==> src/rtl/dot_accumulator_pkg.sv <==
// Shared NPU definitions: datapath widths, accumulator saturation bounds and
// the dot-product FSM state type.
`ifndef NPU_DATA_WIDTH
`define NPU_DATA_WIDTH 8
`endif
`ifndef NPU_ACC_WIDTH
`define NPU_ACC_WIDTH 20
`endif

package dot_accumulator_pkg;

    localparam int DATA_WIDTH = `NPU_DATA_WIDTH;
    localparam int ACC_WIDTH  = `NPU_ACC_WIDTH;
    localparam int PROD_WIDTH = 2 * DATA_WIDTH;

    localparam logic signed [ACC_WIDTH-1:0] ACC_MAX = {1'b0, {(ACC_WIDTH-1){1'b1}}};
    localparam logic signed [ACC_WIDTH-1:0] ACC_MIN = {1'b1, {(ACC_WIDTH-1){1'b0}}};

    typedef enum logic [1:0] {
        IDLE   = 2'd0,
        ACCUM  = 2'd1,
        FLUSH  = 2'd2,
        OUTPUT = 2'd3
    } dot_state_t;

endpackage

==> src/rtl/dot_accumulator_sat.sv <==
// Signed saturating ACC_WIDTH adder; overflow flags that the sum was clamped.
module sat_adder
    import dot_accumulator_pkg::*;
(
    input  logic signed [ACC_WIDTH-1:0] a,
    input  logic signed [ACC_WIDTH-1:0] b,
    output logic signed [ACC_WIDTH-1:0] sum,
    output logic                        overflow
);

    logic signed [ACC_WIDTH:0] wide;

    // One guard bit: overflow shows up as the top two bits disagreeing.
    always_comb begin
        wide     = {a[ACC_WIDTH-1], a} + {b[ACC_WIDTH-1], b};
        overflow = (wide[ACC_WIDTH] != wide[ACC_WIDTH-1]);
        if (!overflow)
            sum = wide[ACC_WIDTH-1:0];
        else if (wide[ACC_WIDTH])
            sum = ACC_MIN;
        else
            sum = ACC_MAX;
    end

endmodule

==> src/rtl/dot_accumulator.sv <==
// Streaming signed dot-product engine: multiplies beat pairs, accumulates with
// saturation one cycle later, and hands the sum to the quantizer.
module dot_accumulator
    import dot_accumulator_pkg::*;
#(
    parameter int LEN_WIDTH = 8
) (
    input  logic                         clk,
    input  logic                         rst,
    input  logic                         start,
    input  logic [LEN_WIDTH-1:0]         len,
    input  logic                         in_valid,
    output logic                         in_ready,
    input  logic signed [DATA_WIDTH-1:0] a_data,
    input  logic signed [DATA_WIDTH-1:0] b_data,
    output logic                         out_valid,
    input  logic                         out_ready,
    output logic signed [ACC_WIDTH-1:0]  out_data,
    output logic                         sat,
    output logic                         busy
);

    dot_state_t                   state;
    logic signed [ACC_WIDTH-1:0]  acc;
    logic signed [PROD_WIDTH-1:0] prod;
    logic                         prod_valid;
    logic [LEN_WIDTH-1:0]         count;

    logic signed [ACC_WIDTH-1:0]  prod_ext;
    logic signed [ACC_WIDTH-1:0]  sum;
    logic                         overflow;
    logic                         beat;

    assign prod_ext = ACC_WIDTH'(prod);
    assign beat     = in_valid && (state == ACCUM);

    sat_adder u_sat_adder (
        .a        (acc),
        .b        (prod_ext),
        .sum      (sum),
        .overflow (overflow)
    );

    // prod_valid marks a product waiting to be added, so stalls add nothing
    // while back-to-back beats overlap multiply and accumulate.
    always_ff @(posedge clk or posedge rst) begin
        if (rst) begin
            state      <= IDLE;
            acc        <= '0;
            prod       <= '0;
            prod_valid <= 1'b0;
            count      <= '0;
            sat        <= 1'b0;
        end else begin
            case (state)
                IDLE: begin
                    if (start) begin
                        acc        <= '0;
                        sat        <= 1'b0;
                        prod_valid <= 1'b0;
                        if (len != '0) begin
                            count <= len;
                            prod  <= '0;
                            state <= ACCUM;
                        end else begin
                            state <= OUTPUT;
                        end
                    end
                end
                ACCUM: begin
                    if (prod_valid) begin
                        acc <= sum;
                        sat <= sat | overflow;
                    end
                    prod_valid <= beat;
                    if (beat) begin
                        prod  <= PROD_WIDTH'(a_data) * PROD_WIDTH'(b_data);
                        count <= count - 1'b1;
                        if (count == LEN_WIDTH'(1))
                            state <= FLUSH;
                    end
                end
                FLUSH: begin
                    acc        <= sum;
                    sat        <= sat | overflow;
                    prod_valid <= 1'b0;
                    state      <= OUTPUT;
                end
                OUTPUT: begin
                    if (out_ready)
                        state <= IDLE;
                end
                default: state <= IDLE;
            endcase
        end
    end

    assign in_ready  = (state == ACCUM);
    assign out_valid = (state == OUTPUT);
    assign busy      = (state != IDLE);
    assign out_data  = acc;

endmodule

==> config.mk <==
export PLATFORM = sky130hd
export DESIGN_NAME = dot_accumulator
export DESIGN_NICKNAME = d
export VERILOG_FILES = /design/src/rtl/dot_accumulator_pkg.sv /design/src/rtl/dot_accumulator_sat.sv /design/src/rtl/dot_accumulator.sv
export SDC_FILE = /design/constraint.sdc
export NUM_CORES = 1
export LEC_CHECK = 0
export ABC_AREA = 1
export CORE_UTILIZATION = 65
export DETAILED_ROUTE_END_ITERATION = 10
export HOLD_SLACK_MARGIN = 0.15
export PLACE_DENSITY = 0.94
export SLEW_MARGIN = 0
export SYNTH_ARGS = -nofsm -noshare
export SYNTH_HDL_FRONTEND = slang
export SYNTH_SLANG_ARGS = --single-unit
export TNS_END_PERCENT = 50
==> constraint.sdc <==
create_clock -name clk -period 5.7 [get_ports clk]
set_input_delay 0.855 -clock clk [delete_from_list [all_inputs] [get_ports clk]]
set_output_delay 0.855 -clock clk [all_outputs]
set_load 0.02 [all_outputs]
# ---- Word level (Yosys, flattened, before mapping)
# Cells that the tools add are included.
dict set report word_totals {
  regBits 48
  inputBits 29
  word_cells 54
}
dict set report op_classes {
  n_addsub 2
  mul 1
  n_eq_ne 11
  mux 23
  bitwise_logic 1
  reduce_logical 10
}
# cell count
set ops {}
lappend ops {{two-way mux 20 bit} 4}
lappend ops {{case mux 20 bit (3 select lines)} 1}
lappend ops {{two-way mux 16 bit} 3}
lappend ops {{case mux 16 bit (2 select lines)} 1}
lappend ops {{two-way mux 8 bit} 3}
lappend ops {{adder 20 x 16 -> 21 bit} 1}
lappend ops {{multiplier 8 x 8 -> 16 bit} 1}
lappend ops {{case mux 8 bit (2 select lines)} 1}
lappend ops {{two-way mux 2 bit} 5}
lappend ops {{equality test 8 x 1 -> 1 bit (second input constant)} 1}
lappend ops {{!= test 2 x 1 -> 1 bit (second input constant)} 4}
lappend ops {{case mux 2 bit (4 select lines)} 1}
lappend ops {{AND reduction 4 bit} 2}
lappend ops {{nonzero test 8 bit} 1}
lappend ops {{subtractor 8 x 1 -> 8 bit (second input constant)} 1}
lappend ops {{case mux 1 bit (3 select lines)} 2}
lappend ops {{equality test 2 bit (second input constant)} 2}
lappend ops {{!= test 2 bit (second input constant)} 2}
lappend ops {{nonzero test 2 bit} 2}
lappend ops {{AND reduction 3 bit} 1}
lappend ops {{nonzero test 3 bit} 1}
lappend ops {{equality test 2 x 1 -> 1 bit (second input constant)} 1}
lappend ops {{logical NOT 2 bit} 1}
lappend ops {{two-way mux 1 bit} 2}
lappend ops {{other kinds (4)} 4}

# ---- Logic depth before layout (Yosys ltp)
dict set report logic_depth {
  word_depth 5
  mapped_depth 21
  mapped_depth_nobuf 20
}

# ---- Modules after synthesis
# Synthesis repeated with hierarchy kept, for this count alone.
dict set report unflattened {
  hier_cells 953
  hier_area_um2 6505.0
}
# module instances cells_per_inst area_each_um2 seq_area_each_um2
set modules_own_cells {}
lappend modules_own_cells {dot_accumulator 1 668 4973.5 1201.2}
lappend modules_own_cells {sat_adder 1 285 1531.5 0.0}

# ---- Worst setup path after synthesis
# OpenSTA, ideal clock, no wires.
dict set report synth_timing {
  path_type {input to register}
  startpoint {in a_data[0]}
  endpoint {reg prod[12]}
  setup_ps 123
  t_arrival_ps 4635
  required_ps 5577
  path_slack_ps 942
  path_stages 18
  n_path_buf 1
  path_cell_list {clkbuf_1 -> or2_2 -> fa_1 -> fa_1 -> inv_1 -> fa_1 -> inv_1 -> fa_1 -> inv_1 -> ha_1 -> nand2_1 -> nand3_1 -> nand2_1 -> nand2_1 -> a21oi_1 -> o21ai_0 -> o21ai_0 -> nand2_1}
}
dict set report synth_between {
  elab_chain_len 3
}
# item line
set synth_lines {}
lappend synth_lines {{start: declaration} dot_accumulator.sv:14} ;# input logic signed [DATA_WIDTH-1:0] a_data,
lappend synth_lines {{multiplier 8 x 8 -> 16 bit} dot_accumulator.sv:77} ;# prod <= PROD_WIDTH'(a_data) * PROD_WIDTH'(b_data);
lappend synth_lines {{two-way mux 16 bit} dot_accumulator.sv:76} ;# if (beat) begin
lappend synth_lines {{case mux 16 bit (2 select lines)} dot_accumulator.sv:55} ;# case (state)
lappend synth_lines {{end signal: assignment} dot_accumulator.sv:77}
lappend synth_lines {{end: declaration} dot_accumulator.sv:25} ;# logic signed [PROD_WIDTH-1:0] prod;
# Every way passes these cells. The select of a mux whose other input is x is not followed.
# A chain may end at the register's enable or synchronous reset.

# ---- Worst setup path in the final report
dict set report layout_timing {
  startpoint {in b_data[7]}
  endpoint {reg prod[13]}
}
dict set report layout_between {
  elab_chain_len 3
}
# item line
set layout_lines {}
lappend layout_lines {{start: declaration} dot_accumulator.sv:15} ;# input logic signed [DATA_WIDTH-1:0] b_data,
lappend layout_lines {{multiplier 8 x 8 -> 16 bit} dot_accumulator.sv:77}
lappend layout_lines {{two-way mux 16 bit} dot_accumulator.sv:76}
lappend layout_lines {{case mux 16 bit (2 select lines)} dot_accumulator.sv:55}
# Every way passes these cells. The select of a mux whose other input is x is not followed.

==> flow_metrics.tcl <==
set metrics [dict create \
    fp.dieArea_um2 9964 \
    post_cts_hold_buffer_count 0 \
    worstPathMaxFanout 8 \
    cp-startpoint "b_data[7]" \
    place.detailed.hpwl_mm 11.23 \
    post-route-period-util_pct 89.77 \
    maxClockFrequency_ghz 0.1954 \
    rsz_0062_raised_after_global_routing "no" \
    worst_case_setup_slack_after_placement_ps 299.1 \
    ff2ff_path_depth 10 \
    ys_seq_area_share_pct 19.31 \
    initial_antenna_violation_count 0 \
    seqPwrFrac_pct 18.0 \
    fin_total_pwr_uw 3345 \
    p_comb_share_pct 75.4 \
    number_of_global_route_vias_before_repair 5454 \
    final.setup.tns_ps 0 \
    critical-path-slowest-cell "fa_1" \
    most_common_cell_after_layout_fill_and_taps_aside "nand2_1" \
    grt_first_pass_wirelength_mm 23.56 \
    crit_path_cell_trace "clkdlybuf4s50_1 > inv_1 > or2_2 > fa_1 > fa_1 > inv_1 > fa_1 > inv_1 > fa_1 > inv_1 > ha_1 > inv_1 > nor3_1 > a21oi_1 > o21bai_1 > a21oi_1 > o21ai_0 > nand2_1" \
    area_growth_pct 10.74 \
    fp.coreArea_um2 9240 \
    die_h_um 99.82 \
    report.final.slew_viol_count 0 \
    grt.total_usage_pct 29.60 \
    worstMarginPinSlew_ps 947.9 \
    outcome "completed" \
    antenna_cells_inserted 0 \
    p_leak_uw 0.003909 \
    crit_path_max_incr_delay_ps 540 \
    worst-setup-path-type "input port to flop" \
    post_drt_wl_per_cell_um 13.30 \
    cpMostUsedCell "inv_1" \
    drtAntennaViolNets 0 \
    cts_max_path_buffers 2 \
    number_of_enable_type_register_cells_in_the_synthesized_netlist 0 \
    finalWorstPathRequiredPeriod_ps 5117 \
    ys.warnings.count 0 \
    layout.nets 1034 \
    finalSetupViolations 0 \
    grt_overflow 0 \
    drt_first_iter_violations 258 \
    final_critical_path_setup_slack_ps 582.9 \
    async_reset_ff_share_pct 100.0 \
    report.final.hold_viol_count 0 \
    clk_root_buffer_cell "clkbuf_8" \
    routed_wire_length_mm 13.62 \
    timing.slew.headroom_pct 36.72 \
    worstSetupEndpoint "prod[13]" \
    synth-seq-cells 48 \
    synth_area_um2 6220 \
    class_of_the_most_critical_hold_timing_path "flop to flop" \
    ctsHtreeMaxLevel 2 \
    drv_cap 0 \
    timing.rr.end "count[6]" \
    detail_route.vias_per_cell 5.347 \
    synthesis.area_per_instance_um2 7.232 \
    buffer_ports.inserted 52 \
    end_kind "flop" \
    gp_routability_congestion 0.9206 \
    syn_nets 1000 \
    cts_inserted_buffers 5 \
    die_width_um 99.82 \
    dr.pass1.iters 5 \
    starting_density_of_the_core_pct 67.31 \
    postCtsResizedCells 0 \
    grt_max_degree 49 \
    drt_drc_violations_left 0 \
    timing.critical_path.from_type "input port" \
    clock_latency_ps 310 \
    fin_skew_ps 15.55 \
    placement_rows 35 \
    boundaryPins 53 \
    worst-endpoint-required_ps 5890 \
    worst_ir_drop_vdd_mv 0.2816 \
    power.switching_fraction_pct 53.68 \
    tritoncts_clock_tree "done" \
    synth-main-ff-cell "dfrtp_1" \
    post_cts.repair.setup_buffers 0 \
    crit-reg2reg-launch "state[1]" \
    clkTransAtPathRegs_ps 80 \
    yosysUniqueCellTypes 44 \
    worstPathArrival_ps 5310 \
    final_cell_mix "nand2_1 (241), inv_1 (186), fa_1 (56)" \
    clock_share_of_power_pct 6.5 \
    syn-instance-count 860 \
    route.vias.total 5475 \
    post_route_cells_drive_above_1_share_pct 4.134 \
    timing.reg2reg.setup_slack_ps 2480 \
    cell_internal_pwr_uw 1550 \
    numClockSinks 48 \
    cellPowerDensity_nw_per_um2 485.7 \
    total_switching_power_uw 1796 \
]
[through the flow]
stage,hold slack [ps],instances,area [um^2],utilization [%]
finish,500.1,1024,6888,74.54
global route,531.2,1024,6888,74.54
CTS,504.0,1024,6888,74.54
detailed placement,481.6,1016,6794,73.53
global placement,471.1,1016,6794,73.53
floorplan,453.0,860,6220,-
[worst min path at each step]
stage / slack [ps] / depth (start not counted) / endpoint / start
floorplan: 450 / 2 / prod[13] / prod[13]
global placement: 470 / 2 / prod[8] / prod[8]
detailed placement: 480 / 2 / prod_valid / prod_valid
CTS: 500 / 2 / prod_valid / prod_valid
global route: 530 / 2 / prod[13] / prod[13]
finish: 500 / 2 / prod[8] / prod[8]
[state kept, by name, summed over array words and instances (netlist names)]
name / flops
out_data: 20
state: 2
sat: 1
prod: 16
count: 8
prod_valid: 1
[power groups by stage]
stage	Clock, uW	Combinational (uW)	Sequential, uW
floorplan	0	1910	641
global placement	0	2400	605
detailed placement	0	2500	610
CTS	218	2520	603
global route	231	2870	621
finish	219	2520	604
[critical path: cells and delay by family]
family,cells,cell delay [ps]
buf+inv,6,870
fa+ha+maj,5,2440
simple gates,3,630
compound gates,4,490
[layer usage]
layer  vias up  global-route usage, %  share of wire (%)
li1       2700                      -                  -
met1      2588                  34.87                 42
met2       151                  56.02                 52
met3        36                  2.646                3.7
met4         0                  10.52                2.8
met5         -                      0                  0
[cells by family (layout without fill, tap and decap cells)]
group	Yosys count	count (layout)	synth area share (%)
compound gates	100	100	9.556
xor+xnor	26	26	3.661
fa+ha+maj	111	111	29.09
buf+inv	215	250	13.32
flops	48	48	19.31
simple gates	360	360	25.07
[cell type report]
| class | instances | area [um^2] |
|---|---|---|
| multi-input cells | 597 | 4190 |
| fillers | 723 | 2352 |
| flip-flops and latches | 48 | 1201 |
| inverters | 188 | 705.7 |
| repair buffers | 54 | 535.5 |
| well taps | 129 | 161.4 |
| clock buffers | 7 | 86.33 |
| clock inverters | 1 | 7.507 |
[synthesized netlist by cell type, types with 2 or more instances]
cell / count / share of area (%)
nand2_1: 241 / 15
inv_1: 187 / 11
fa_1: 56 / 18
ha_1: 55 / 11
dfrtp_1: 48 / 19
nand3_1: 44 / 3.5
a21oi_1: 37 / 3.0
o21ai_0: 35 / 2.8
nor2_1: 32 / 1.9
clkbuf_1: 21 / 1.3
xnor2_1: 17 / 2.4
xor2_1: 9 / 1.3
nand4_1: 8 / 0.80
o21bai_1: 7 / 0.84
nor2_2: 6 / 0.60
nor3_1: 6 / 0.48
a22o_1: 5 / 0.70
nand2_2: 5 / 0.50
and2_1: 3 / 0.30
buf_4: 3 / 0.36
nand3_2: 3 / 0.48
o211ai_1: 3 / 0.36
a31oi_1: 2 / 0.20
a32o_1: 2 / 0.32
buf_2: 2 / 0.16
nand2_4: 2 / 0.36
nand3b_1: 2 / 0.24
o31ai_1: 2 / 0.24
or2_2: 2 / 0.20
No activity file was read; power rests on OpenSTA's default activity.
